## src/rtl/multi_channel_pulse_timestamper.sv

```systemverilog
// ---------------------------------------------------------------------------
// multi_channel_pulse_timestamper
//
// Timestamps and width-measures envelope pulses from CHANNELS TS4231 E outputs
// against one shared free-running counter. Each channel produces records of
// {channel, timestamp, width}. A round-robin arbiter moves them into a
// first-word-fall-through FIFO, which drains through a valid/ready stream.
//
// Build option:
//   PULSE_MIN_WIDTH_FILTER_EN  When defined, a pulse shorter than MIN_WIDTH
//                              clk cycles is discarded at its falling edge.
//                              It is not counted as dropped. When undefined,
//                              every pulse is recorded.
//
// Ports:
//   clk              system clock
//   reset            synchronous, active-high
//   e                asynchronous envelope inputs, high = light present
//   enable           0 stops new pulses from being armed; the FIFO still drains
//   pulse_valid      FIFO head valid
//   pulse_ready      consumer accepts the head record
//   pulse_channel    channel index of the head record
//   pulse_timestamp  counter value at the synchronised rising edge
//   pulse_width      synchronised high time in clk cycles (saturating)
//   dropped_count    records lost to channel overrun (saturating)
//   fifo_level       current FIFO occupancy
// ---------------------------------------------------------------------------
module multi_channel_pulse_timestamper #(
  parameter int CHANNELS   = 4,
  parameter int TS_WIDTH   = 24,
  parameter int PW_WIDTH   = 16,
  parameter int FIFO_DEPTH = 8,
  parameter int MIN_WIDTH  = 4,
  localparam int CH_W  = (CHANNELS > 1) ? $clog2(CHANNELS) : 1,
  localparam int LVL_W = $clog2(FIFO_DEPTH) + 1
) (
  input  logic                clk,
  input  logic                reset,
  input  logic [CHANNELS-1:0] e,
  input  logic                enable,
  output logic                pulse_valid,
  input  logic                pulse_ready,
  output logic [CH_W-1:0]     pulse_channel,
  output logic [TS_WIDTH-1:0] pulse_timestamp,
  output logic [PW_WIDTH-1:0] pulse_width,
  output logic [15:0]         dropped_count,
  output logic [LVL_W-1:0]    fifo_level
);

  localparam int AW    = $clog2(FIFO_DEPTH);
  localparam int REC_W = CH_W + TS_WIDTH + PW_WIDTH;

`ifdef PULSE_MIN_WIDTH_FILTER_EN
  localparam bit FILTER_EN = 1'b1;
`else
  localparam bit FILTER_EN = 1'b0;
`endif

  typedef enum logic [1:0] {
    ST_IDLE,
    ST_MEASURE,
    ST_PENDING,
    ST_MEASURE_HELD
  } ch_state_t;

  // -------------------------------------------------------------------------
  // Shared timestamp counter and synchroniser fill tracker
  // -------------------------------------------------------------------------
  logic [TS_WIDTH-1:0] ts_q, ts_d;
  // fill_q[1] goes high once both synchroniser stages hold real pin samples
  // instead of reset zeros. Arming must wait for this. Otherwise a pin that is
  // high at reset release would look like a low-to-high edge.
  logic [1:0]          fill_q, fill_d;

  always_comb begin
    ts_d   = ts_q + TS_WIDTH'(1);
    fill_d = {fill_q[0], 1'b1};
  end

  // Per-channel signals used by the arbiter and the FIFO
  logic [CHANNELS-1:0]               req;
  logic [CHANNELS-1:0]               grant_vec;
  logic [CHANNELS-1:0]               drop_vec;
  logic [CHANNELS-1:0][TS_WIDTH-1:0] rec_ts_all;
  logic [CHANNELS-1:0][PW_WIDTH-1:0] rec_w_all;

  // -------------------------------------------------------------------------
  // Channel front ends: synchroniser, edge detect, measurement FSM
  // -------------------------------------------------------------------------
  for (genvar gi = 0; gi < CHANNELS; gi++) begin : g_ch
    ch_state_t           state_q, state_d;
    logic                sync1_q, sync1_d;
    logic                sync2_q, sync2_d;
    logic                prev_q, prev_d;
    logic                armed_q, armed_d;
    logic [TS_WIDTH-1:0] cur_ts_q, cur_ts_d;
    logic [TS_WIDTH-1:0] rec_ts_q, rec_ts_d;
    logic [PW_WIDTH-1:0] cur_w_q, cur_w_d;
    logic [PW_WIDTH-1:0] rec_w_q, rec_w_d;
    logic [PW_WIDTH-1:0] cur_w_inc;
    logic                rise, fall, start, keep, drop, grant;

    assign rise      = sync2_q & ~prev_q;
    assign fall      = ~sync2_q & prev_q;
    assign start     = rise & armed_q & enable;
    assign grant     = grant_vec[gi];
    assign cur_w_inc = (&cur_w_q) ? cur_w_q : cur_w_q + PW_WIDTH'(1);
    // Evaluated at the falling edge, when cur_w_q holds the full high time.
    assign keep      = !FILTER_EN || (cur_w_q >= PW_WIDTH'(MIN_WIDTH));

    always_comb begin
      sync1_d  = e[gi];
      sync2_d  = sync1_q;
      prev_d   = sync2_q;
      armed_d  = armed_q | (fill_q[1] & ~sync2_q);
      state_d  = state_q;
      cur_ts_d = cur_ts_q;
      cur_w_d  = cur_w_q;
      rec_ts_d = rec_ts_q;
      rec_w_d  = rec_w_q;
      drop     = 1'b0;

      case (state_q)
        ST_IDLE: begin
          if (start) begin
            state_d  = ST_MEASURE;
            cur_ts_d = ts_q;
            cur_w_d  = PW_WIDTH'(1);
          end
        end

        ST_MEASURE: begin
          if (fall) begin
            if (keep) begin
              rec_ts_d = cur_ts_q;
              rec_w_d  = cur_w_q;
              state_d  = ST_PENDING;
            end else begin
              state_d = ST_IDLE;
            end
          end else if (sync2_q) begin
            cur_w_d = cur_w_inc;
          end
        end

        ST_PENDING: begin
          // A new pulse may begin while the previous record waits. If the old
          // record is granted in the same cycle, this is an ordinary measurement.
          if (start) begin
            cur_ts_d = ts_q;
            cur_w_d  = PW_WIDTH'(1);
            state_d  = grant ? ST_MEASURE : ST_MEASURE_HELD;
          end else if (grant) begin
            state_d = ST_IDLE;
          end
        end

        ST_MEASURE_HELD: begin
          if (fall) begin
            if (grant) begin
              // The old record leaves this cycle, so the new one can take its place.
              if (keep) begin
                rec_ts_d = cur_ts_q;
                rec_w_d  = cur_w_q;
                state_d  = ST_PENDING;
              end else begin
                state_d = ST_IDLE;
              end
            end else begin
              // The old record is still held, so the new one is lost.
              state_d = ST_PENDING;
              drop    = keep;
            end
          end else begin
            if (sync2_q) begin
              cur_w_d = cur_w_inc;
            end
            if (grant) begin
              state_d = ST_MEASURE;
            end
          end
        end

        default: state_d = ST_IDLE;
      endcase
    end

    always_ff @(posedge clk) begin
      if (reset) begin
        state_q  <= ST_IDLE;
        sync1_q  <= 1'b0;
        sync2_q  <= 1'b0;
        prev_q   <= 1'b0;
        armed_q  <= 1'b0;
        cur_ts_q <= '0;
        rec_ts_q <= '0;
        cur_w_q  <= '0;
        rec_w_q  <= '0;
      end else begin
        state_q  <= state_d;
        sync1_q  <= sync1_d;
        sync2_q  <= sync2_d;
        prev_q   <= prev_d;
        armed_q  <= armed_d;
        cur_ts_q <= cur_ts_d;
        rec_ts_q <= rec_ts_d;
        cur_w_q  <= cur_w_d;
        rec_w_q  <= rec_w_d;
      end
    end

    assign req[gi]        = (state_q == ST_PENDING) || (state_q == ST_MEASURE_HELD);
    assign drop_vec[gi]   = drop;
    assign rec_ts_all[gi] = rec_ts_q;
    assign rec_w_all[gi]  = rec_w_q;
  end

  // -------------------------------------------------------------------------
  // Round-robin arbiter: at most one grant per cycle, none while FIFO full
  // -------------------------------------------------------------------------
  logic [CH_W-1:0] rr_q, rr_d;
  logic [CH_W-1:0] grant_idx;
  logic            grant_any;
  logic            fifo_full;
  int              idx;

  always_comb begin
    grant_any = 1'b0;
    grant_idx = '0;
    grant_vec = '0;
    rr_d      = rr_q;
    idx       = 0;
    if (!fifo_full) begin
      for (int i = 0; i < CHANNELS; i++) begin
        idx = int'(rr_q) + i;
        if (idx >= CHANNELS) begin
          idx = idx - CHANNELS;
        end
        if (!grant_any && req[idx[CH_W-1:0]]) begin
          grant_any = 1'b1;
          grant_idx = idx[CH_W-1:0];
        end
      end
    end
    if (grant_any) begin
      grant_vec[grant_idx] = 1'b1;
      rr_d = (grant_idx == CH_W'(CHANNELS - 1)) ? '0 : grant_idx + CH_W'(1);
    end
  end

  // -------------------------------------------------------------------------
  // Dropped-record counter: several channels may overrun in the same cycle
  // -------------------------------------------------------------------------
  logic [15:0] dropped_q, dropped_d;
  logic [4:0]  drop_n;
  logic [16:0] drop_sum;

  always_comb begin
    drop_n = '0;
    for (int i = 0; i < CHANNELS; i++) begin
      drop_n = drop_n + 5'(drop_vec[i]);
    end
    drop_sum  = {1'b0, dropped_q} + 17'(drop_n);
    dropped_d = drop_sum[16] ? 16'hFFFF : drop_sum[15:0];
  end

  // -------------------------------------------------------------------------
  // Output FIFO. The head is read combinationally, so a record granted in
  // cycle t is visible at the outputs in cycle t+1.
  // -------------------------------------------------------------------------
  logic [REC_W-1:0] fifo_mem [FIFO_DEPTH];
  logic [AW-1:0]    wr_ptr_q, wr_ptr_d;
  logic [AW-1:0]    rd_ptr_q, rd_ptr_d;
  logic [LVL_W-1:0] count_q, count_d;
  logic             push, pop;
  logic [REC_W-1:0] push_data, head;

  assign fifo_full   = (count_q == LVL_W'(FIFO_DEPTH));
  assign pulse_valid = (count_q != '0);
  assign pop         = pulse_valid & pulse_ready;
  assign push        = grant_any;
  assign push_data   = {grant_idx, rec_ts_all[grant_idx], rec_w_all[grant_idx]};
  assign head        = fifo_mem[rd_ptr_q];

  // Zero the head fields while empty, so the outputs never show a stale entry.
  assign {pulse_channel, pulse_timestamp, pulse_width} = pulse_valid ? head : '0;
  assign fifo_level    = count_q;
  assign dropped_count = dropped_q;

  always_comb begin
    wr_ptr_d = push ? wr_ptr_q + AW'(1) : wr_ptr_q;
    rd_ptr_d = pop  ? rd_ptr_q + AW'(1) : rd_ptr_q;
    case ({push, pop})
      2'b10:   count_d = count_q + LVL_W'(1);
      2'b01:   count_d = count_q - LVL_W'(1);
      default: count_d = count_q;
    endcase
  end

  always_ff @(posedge clk) begin
    if (push) begin
      fifo_mem[wr_ptr_q] <= push_data;
    end
  end

  always_ff @(posedge clk) begin
    if (reset) begin
      ts_q      <= '0;
      fill_q    <= '0;
      rr_q      <= '0;
      dropped_q <= '0;
      wr_ptr_q  <= '0;
      rd_ptr_q  <= '0;
      count_q   <= '0;
    end else begin
      ts_q      <= ts_d;
      fill_q    <= fill_d;
      rr_q      <= rr_d;
      dropped_q <= dropped_d;
      wr_ptr_q  <= wr_ptr_d;
      rd_ptr_q  <= rd_ptr_d;
      count_q   <= count_d;
    end
  end

endmodule
```

## config.mk

```make
export PLATFORM = sky130hd
export DESIGN_NAME = multi_channel_pulse_timestamper
export DESIGN_NICKNAME = d
export VERILOG_FILES = /design/src/rtl/multi_channel_pulse_timestamper.sv
export SDC_FILE = /design/constraint.sdc
export NUM_CORES = 1
export LEC_CHECK = 0
export CELL_PAD_IN_SITES_DETAIL_PLACEMENT = 1
export CELL_PAD_IN_SITES_GLOBAL_PLACEMENT = 1
export CORE_MARGIN = 10
export CORE_UTILIZATION = 45
export DETAILED_ROUTE_END_ITERATION = 10
export HOLD_SLACK_MARGIN = 0.15
export PLACE_DENSITY = 0.75
export SYNTH_ARGS = -nofsm -noshare
export SYNTH_HDL_FRONTEND = slang
export SYNTH_SLANG_ARGS = --single-unit
```

## constraint.sdc

```tcl
create_clock -name clk -period 5.68 [get_ports clk]
set_input_delay 1.704 -clock clk [delete_from_list [all_inputs] [get_ports clk]]
set_output_delay 1.704 -clock clk [all_outputs]
set_load 0.01 [all_outputs]
```

# After elaboration in Yosys (flattened, before gate mapping)
# Memories as Yosys holds them, arrays and structs flattened. A register that Yosys moved wholly into a read port is not among the register bits.
# Cells that the tools add are included.
# totals
regBits,398
wordCells,355
ramBits,336
memories,1
out_inout_bits,63
input_bits,8
# classes
add_sub_neg,21
n_reduce_logical,49
bitwise,33
n_eq_ne,56
magnitude_cmp,10
muxes,141
# mem_list
memory,words,width,rd,rd_ports_with_merged_regs,write_ports,line,rtl
fifo_mem,8,42,1,1,1,271,logic [REC_W-1:0] fifo_mem [FIFO_DEPTH];
# op_table
cell,count
two-way mux 16 bit,30
two-way mux 24 bit,13
one-hot mux 16 bit (2 select lines),8
one-hot mux 24 bit (2 select lines),4
two-way mux 2 bit,42
adder 16 x 1 -> 16 bit (second input constant),4
AND reduction 16 bit,4
binary-select mux 24 bit (select 2 bit),1
inequality test 2 bit (second input constant),24
AND reduction 4 bit,12
two-way mux 42 bit,1
binary-select mux 16 bit (select 2 bit),1
one-hot mux 2 bit (4 select lines),4
two-way mux 1 bit,28
adder 24 x 1 -> 24 bit (second input constant),1
inequality test 3 bit (second input constant),8
AND 1 bit,21
equality test 2 bit (second input constant),10
adder 16 x 4 -> 17 bit,1
inequality test 2 x 1 -> 1 bit (second input constant),8
OR reduction 2 bit,8
< comparator 2 x 3 -> 1 bit (second input constant),5
equality test 2 x 1 -> 1 bit (second input constant),5
nonzero test 2 bit,5
27 further kinds,62

# Logic depth before layout (Yosys ltp)
# depth
word_depth,32
mapped_depth,19
ltp_nobuf,16

# Least setup slack after synthesis
# OpenSTA, ideal clock, no wires.
# synth_timing
kind,register -> register
from,register count_q[0] (netlist: fifo_level[0])
to,"memory fifo_mem[0][0] (netlist name), enable pin"
synth_period_minus_slack_ps,5820
setup_ps,546
t_arrival_ps,5274
path_slack_ps,-140
stages_incl_launch_ff,5
cell_sequence,dfxtp_1 nor4b_1 a21oi_1 inv_1 nor4_1
# synth_via
elab_chain_len,4
# synth_rtl
item,line,rtl
"start, declared",274,"logic [LVL_W-1:0] count_q, count_d;"
"start signal, assigned",322,count_q <= count_d;
equality test 4 bit,278,assign fifo_full = (count_q == LVL_W'(FIFO_DEPTH));
two-way mux 1 bit,233,if (!fifo_full) begin
two-way mux 1 bit,301,if (push) begin
two-way mux 1 bit (implied by the code),302,fifo_mem[wr_ptr_q] <= push_data;
"end, declared",271,
# Every way passes these cells.

==> impl_metrics.json <==
{
  "status": "complete, no violations",
  "wl_per_cell_um": 22.6,
  "internal_power_uw": 8690,
  "hold_path_class": "flop to flop",
  "grt_max_degree": 219,
  "max_freq_mhz": 198,
  "synth_fa_ha_area_share_pct": 0.908,
  "netlist_area_mm2": 0.0295,
  "p_switching_uw": 2180,
  "io_pins": 71,
  "setup_viol": 0,
  "crit_path_end_kind": "output port",
  "skew_ns": 0.0276,
  "worstMarginPinSlew_ns": 1.19,
  "synth_mux_area_share_pct": 8.06,
  "critPathMaxFanout": 29,
  "syn2layout_area_growth_pct": 13.9,
  "drt_iter0_drc": 1537,
  "yosys.area.top_type_share_pct": 34.2,
  "p_leak_uw": 0.0106,
  "yosysWarnings": 0,
  "path_depth": 5,
  "finalPower_uw": 10900,
  "grt_pass1_wl_um": 126000,
  "p_seq_share_pct": 50.8,
  "power.density_mw_per_mm2": 324,
  "yosysUniqueCellTypes": 71,
  "r2r_start": "g_ch[0].state_q[1]",
  "endpoint": "pulse_width[15]",
  "cts_sinks": 737,
  "postCtsSetupRepairBufs": 0,
  "critPathArrivalTime_ns": 3.35,
  "grtUsageMet3_pct": 3.03,
  "final_nets": 2719,
  "grt.total_usage_pct": 21.2,
  "slew_headroom_pct": 20.5,
  "core.rowCount": 93,
  "dieHeight_um": 276,
  "avgViaCountPerCell": 5.70,
  "crit_buf_inv": 2,
  "synthXorXnorAreaFrac_pct": 2.23,
  "clock_power_share_pct": 48.3,
  "start_util_pct": 45.6,
  "whs_path_depth": 1,
  "post-route-util_pct": 51.9,
  "clk_pin_slew_ns": 0.06,
  "async_flop_share_pct": 0,
  "synth_compound_area_share_pct": 9.35,
  "yosys-top-cells-count": "nand2_1, dfxtp_1, a21oi_1",
  "vias": 20583,
  "dp_hpwl_um": 50800,
  "tns_ns": 0,
  "clk_latency_ns": 0.62,
  "slew_violations": 0,
  "finalCritPeriodShare_pct": 89.0,
  "synth_cells": 2667,
  "synth.most_common_cell": "nand2_1",
  "numPortBuffers": 70,
  "finalHoldViolCount": 0,
  "path_delay_family": "buffers and inverters",
  "dieArea_mm2": 0.0762,
  "cp.required_ns": 3.98,
  "r2r_end": "dropped_count[13]",
  "synth_edf_count": 336,
  "worstSetupStartpointType": "flop",
  "core_mm2": 0.0647,
  "cp_slowest_cell": "dfxtp_4",
  "cp_cell_sequence": "buf_4 -> mux4_2 -> mux2i_1 -> nor2_1 -> clkdlybuf4s50_1",
  "detail-route-antenna-nets": 0,
  "place_ws_ns": 0.867,
  "slowest_delay_ns": 0.74,
  "met1_usage_pct": 27.4,
  "hold_ws_ns": 0.439,
  "comb_power_share_pct": 0.9,
  "busiest_layer": "met2",
  "period_needed_ns": 5.06,
  "die_w_um": 276,
  "r2r_cells": 16,
  "cts_resized": 0,
  "r2r_slack_ns": 0.67,
  "htreeDepth": 3,
  "vdd_drop_max_mv": 0.192,
  "clock_path_buffers": 3,
  "synth-seq-cells": 737,
  "synth_top_family_by_area": "simple AND/OR/NAND/NOR gates",
  "postSynthNetCount": 2694,
  "antennaDiodeCount": 0,
  "grt-ovfl-total": 0,
  "grt_pass1_vias": 21406,
  "switching_share_pct": 20.1,
  "firstDrtPassIters": 5,
  "finalWorstSetupSlack_ns": 0.623,
  "ys_seq_area_share_pct": 61.4,
  "cts_inserted_buffers": 78,
  "cap_violations": 0,
  "ys.flop_type": "dfxtp_1",
  "antenna_found_initial": 0,
  "place_congestion": 0.874,
  "cts_tree": "built",
  "yosys.area_share.simple_pct": 14.9,
  "hold_buffers": 0,
  "drive_gt1_share_pct": 10.7,
  "rsz0062_at_grt": "no",
  "cts-root-buf": "clkbuf_16",
  "wirelength_um": 81400,
  "drc": 0,
  "grt_use_met2_pct": 36.3,
  "avgSynthCellArea_um2": 11.1,
  "crit_type": "flop to output port",
  "synth.largest_area_cell": "edfxtp_1",
  "synthTopCellsByArea": "edfxtp_1, dfxtp_1, nand2_1, mux4_2, a21oi_1"
}
how the worst min path moves through the flow:
| stage | start | end | slack (ns) |
|---|---|---|---|
| final | g_ch[1].sync1_q | g_ch[1].prev_d | 0.44 |
| after detailed placement | g_ch[0].sync1_q | g_ch[0].prev_d | 0.43 |
| after CTS | g_ch[1].sync1_q | g_ch[1].prev_d | 0.45 |
| after floorplan | fill_q[0] | fill_q[1] | 0.41 |
| after global routing | g_ch[0].cur_ts_q[16] | g_ch[0].rec_ts_q[16] | 0.47 |
| after global placement | fill_q[0] | fill_q[1] | 0.42 |
kinds of logic (layout without fill, tap and decap cells):
logic type,after synthesis,after routing
adders and majority gates,19,19
xor gates and xnor gates,75,75
DFF,737,737
and+or+nand+nor,1029,1029
buffers and inverters,205,291
muxes,130,130
AOI/OAI and AO/OA,472,472
cells in the final DEF (no fill, tap or decap), types with 5 or more instances in the layout:
cell type,count
o211ai_1,5
nand4_1,16
a21oi_1,345
clkbuf_1,16
or3_1,7
clkbuf_16,80
ha_1,15
o2111ai_1,6
bufinv_16,10
nand3b_1,5
nor3_2,5
and2_1,9
inv_1,34
mux4_2,86
xnor2_1,45
a32oi_1,38
and3_1,19
edfxtp_1,336
clkdlybuf4s50_1,69
dfxtp_1,398
and4_1,11
mux2i_1,44
o21ai_0,19
nand2_1,676
buf_4,42
nand3_1,31
nor2b_1,12
nor2_1,158
a31o_2,5
clkinv_1,7
nor3_1,18
nand2b_1,15
xor2_1,30
nor4_1,10
a211oi_1,20
clkinv_2,12
clkbuf_8,9
routing by layer:
| metal | wire [um] | part of all wire (%) | vias up |
|---|---|---|---|
| met5 | 0 | 0 | - |
| met4 | 1880 | 2.3 | 0 |
| met3 | 4090 | 5.0 | 125 |
| met2 | 40200 | 49 | 484 |
| met1 | 35300 | 43 | 10491 |
| li1 | - | - | 9483 |
power by group through the flow:
stage | combinational, uW | sequential, uW | clock [uW]
3_5_place_dp | 103 | 5640 | 0
3_3_place_gp | 99.6 | 5630 | 0
2_1_floorplan | 72.2 | 5630 | 0
4_1_cts | 103 | 5520 | 5330
6_report | 103 | 5520 | 5250
5_1_grt | 112 | 5520 | 5570
registers in the layout (all words and copies together), names as in the netlist, named ones only:
| signal | cells |
|---|---|
| rd_ptr_q | 3 |
| g_ch.prev_q | 4 |
| g_ch.state_q | 8 |
| rr_q | 2 |
| dropped_count | 16 |
| fill_q | 2 |
| fifo_level | 4 |
| fifo_mem | 336 |
| g_ch.rec_ts_q | 96 |
| g_ch.rec_w_q | 64 |
| g_ch.armed_q | 4 |
| g_ch.prev_d | 4 |
| g_ch.cur_ts_q | 96 |
| ts_q | 24 |
| wr_ptr_q | 3 |
| g_ch.cur_w_q | 64 |
| g_ch.sync1_q | 4 |
final cells by class:
cell class	count	area, um2
Inverter	36	138
Sequential cell	737	18100
Fill cell	6884	31100
Timing Repair Buffer	114	1060
Tap cell	855	1070
Clock buffer	105	2190
Multi-Input combinational cell	1725	10600
Clock inverter	36	453
stage by stage:
step / cells / area (um2)
2_1_floorplan: 2667 / 29500
3_3_place_gp: 3467 / 31000
3_5_place_dp: 3467 / 31000
4_1_cts: 3608 / 33600
5_1_grt: 3608 / 33600
6_report: 3608 / 33600
Note: power is estimated with default switching activity, not from simulation.
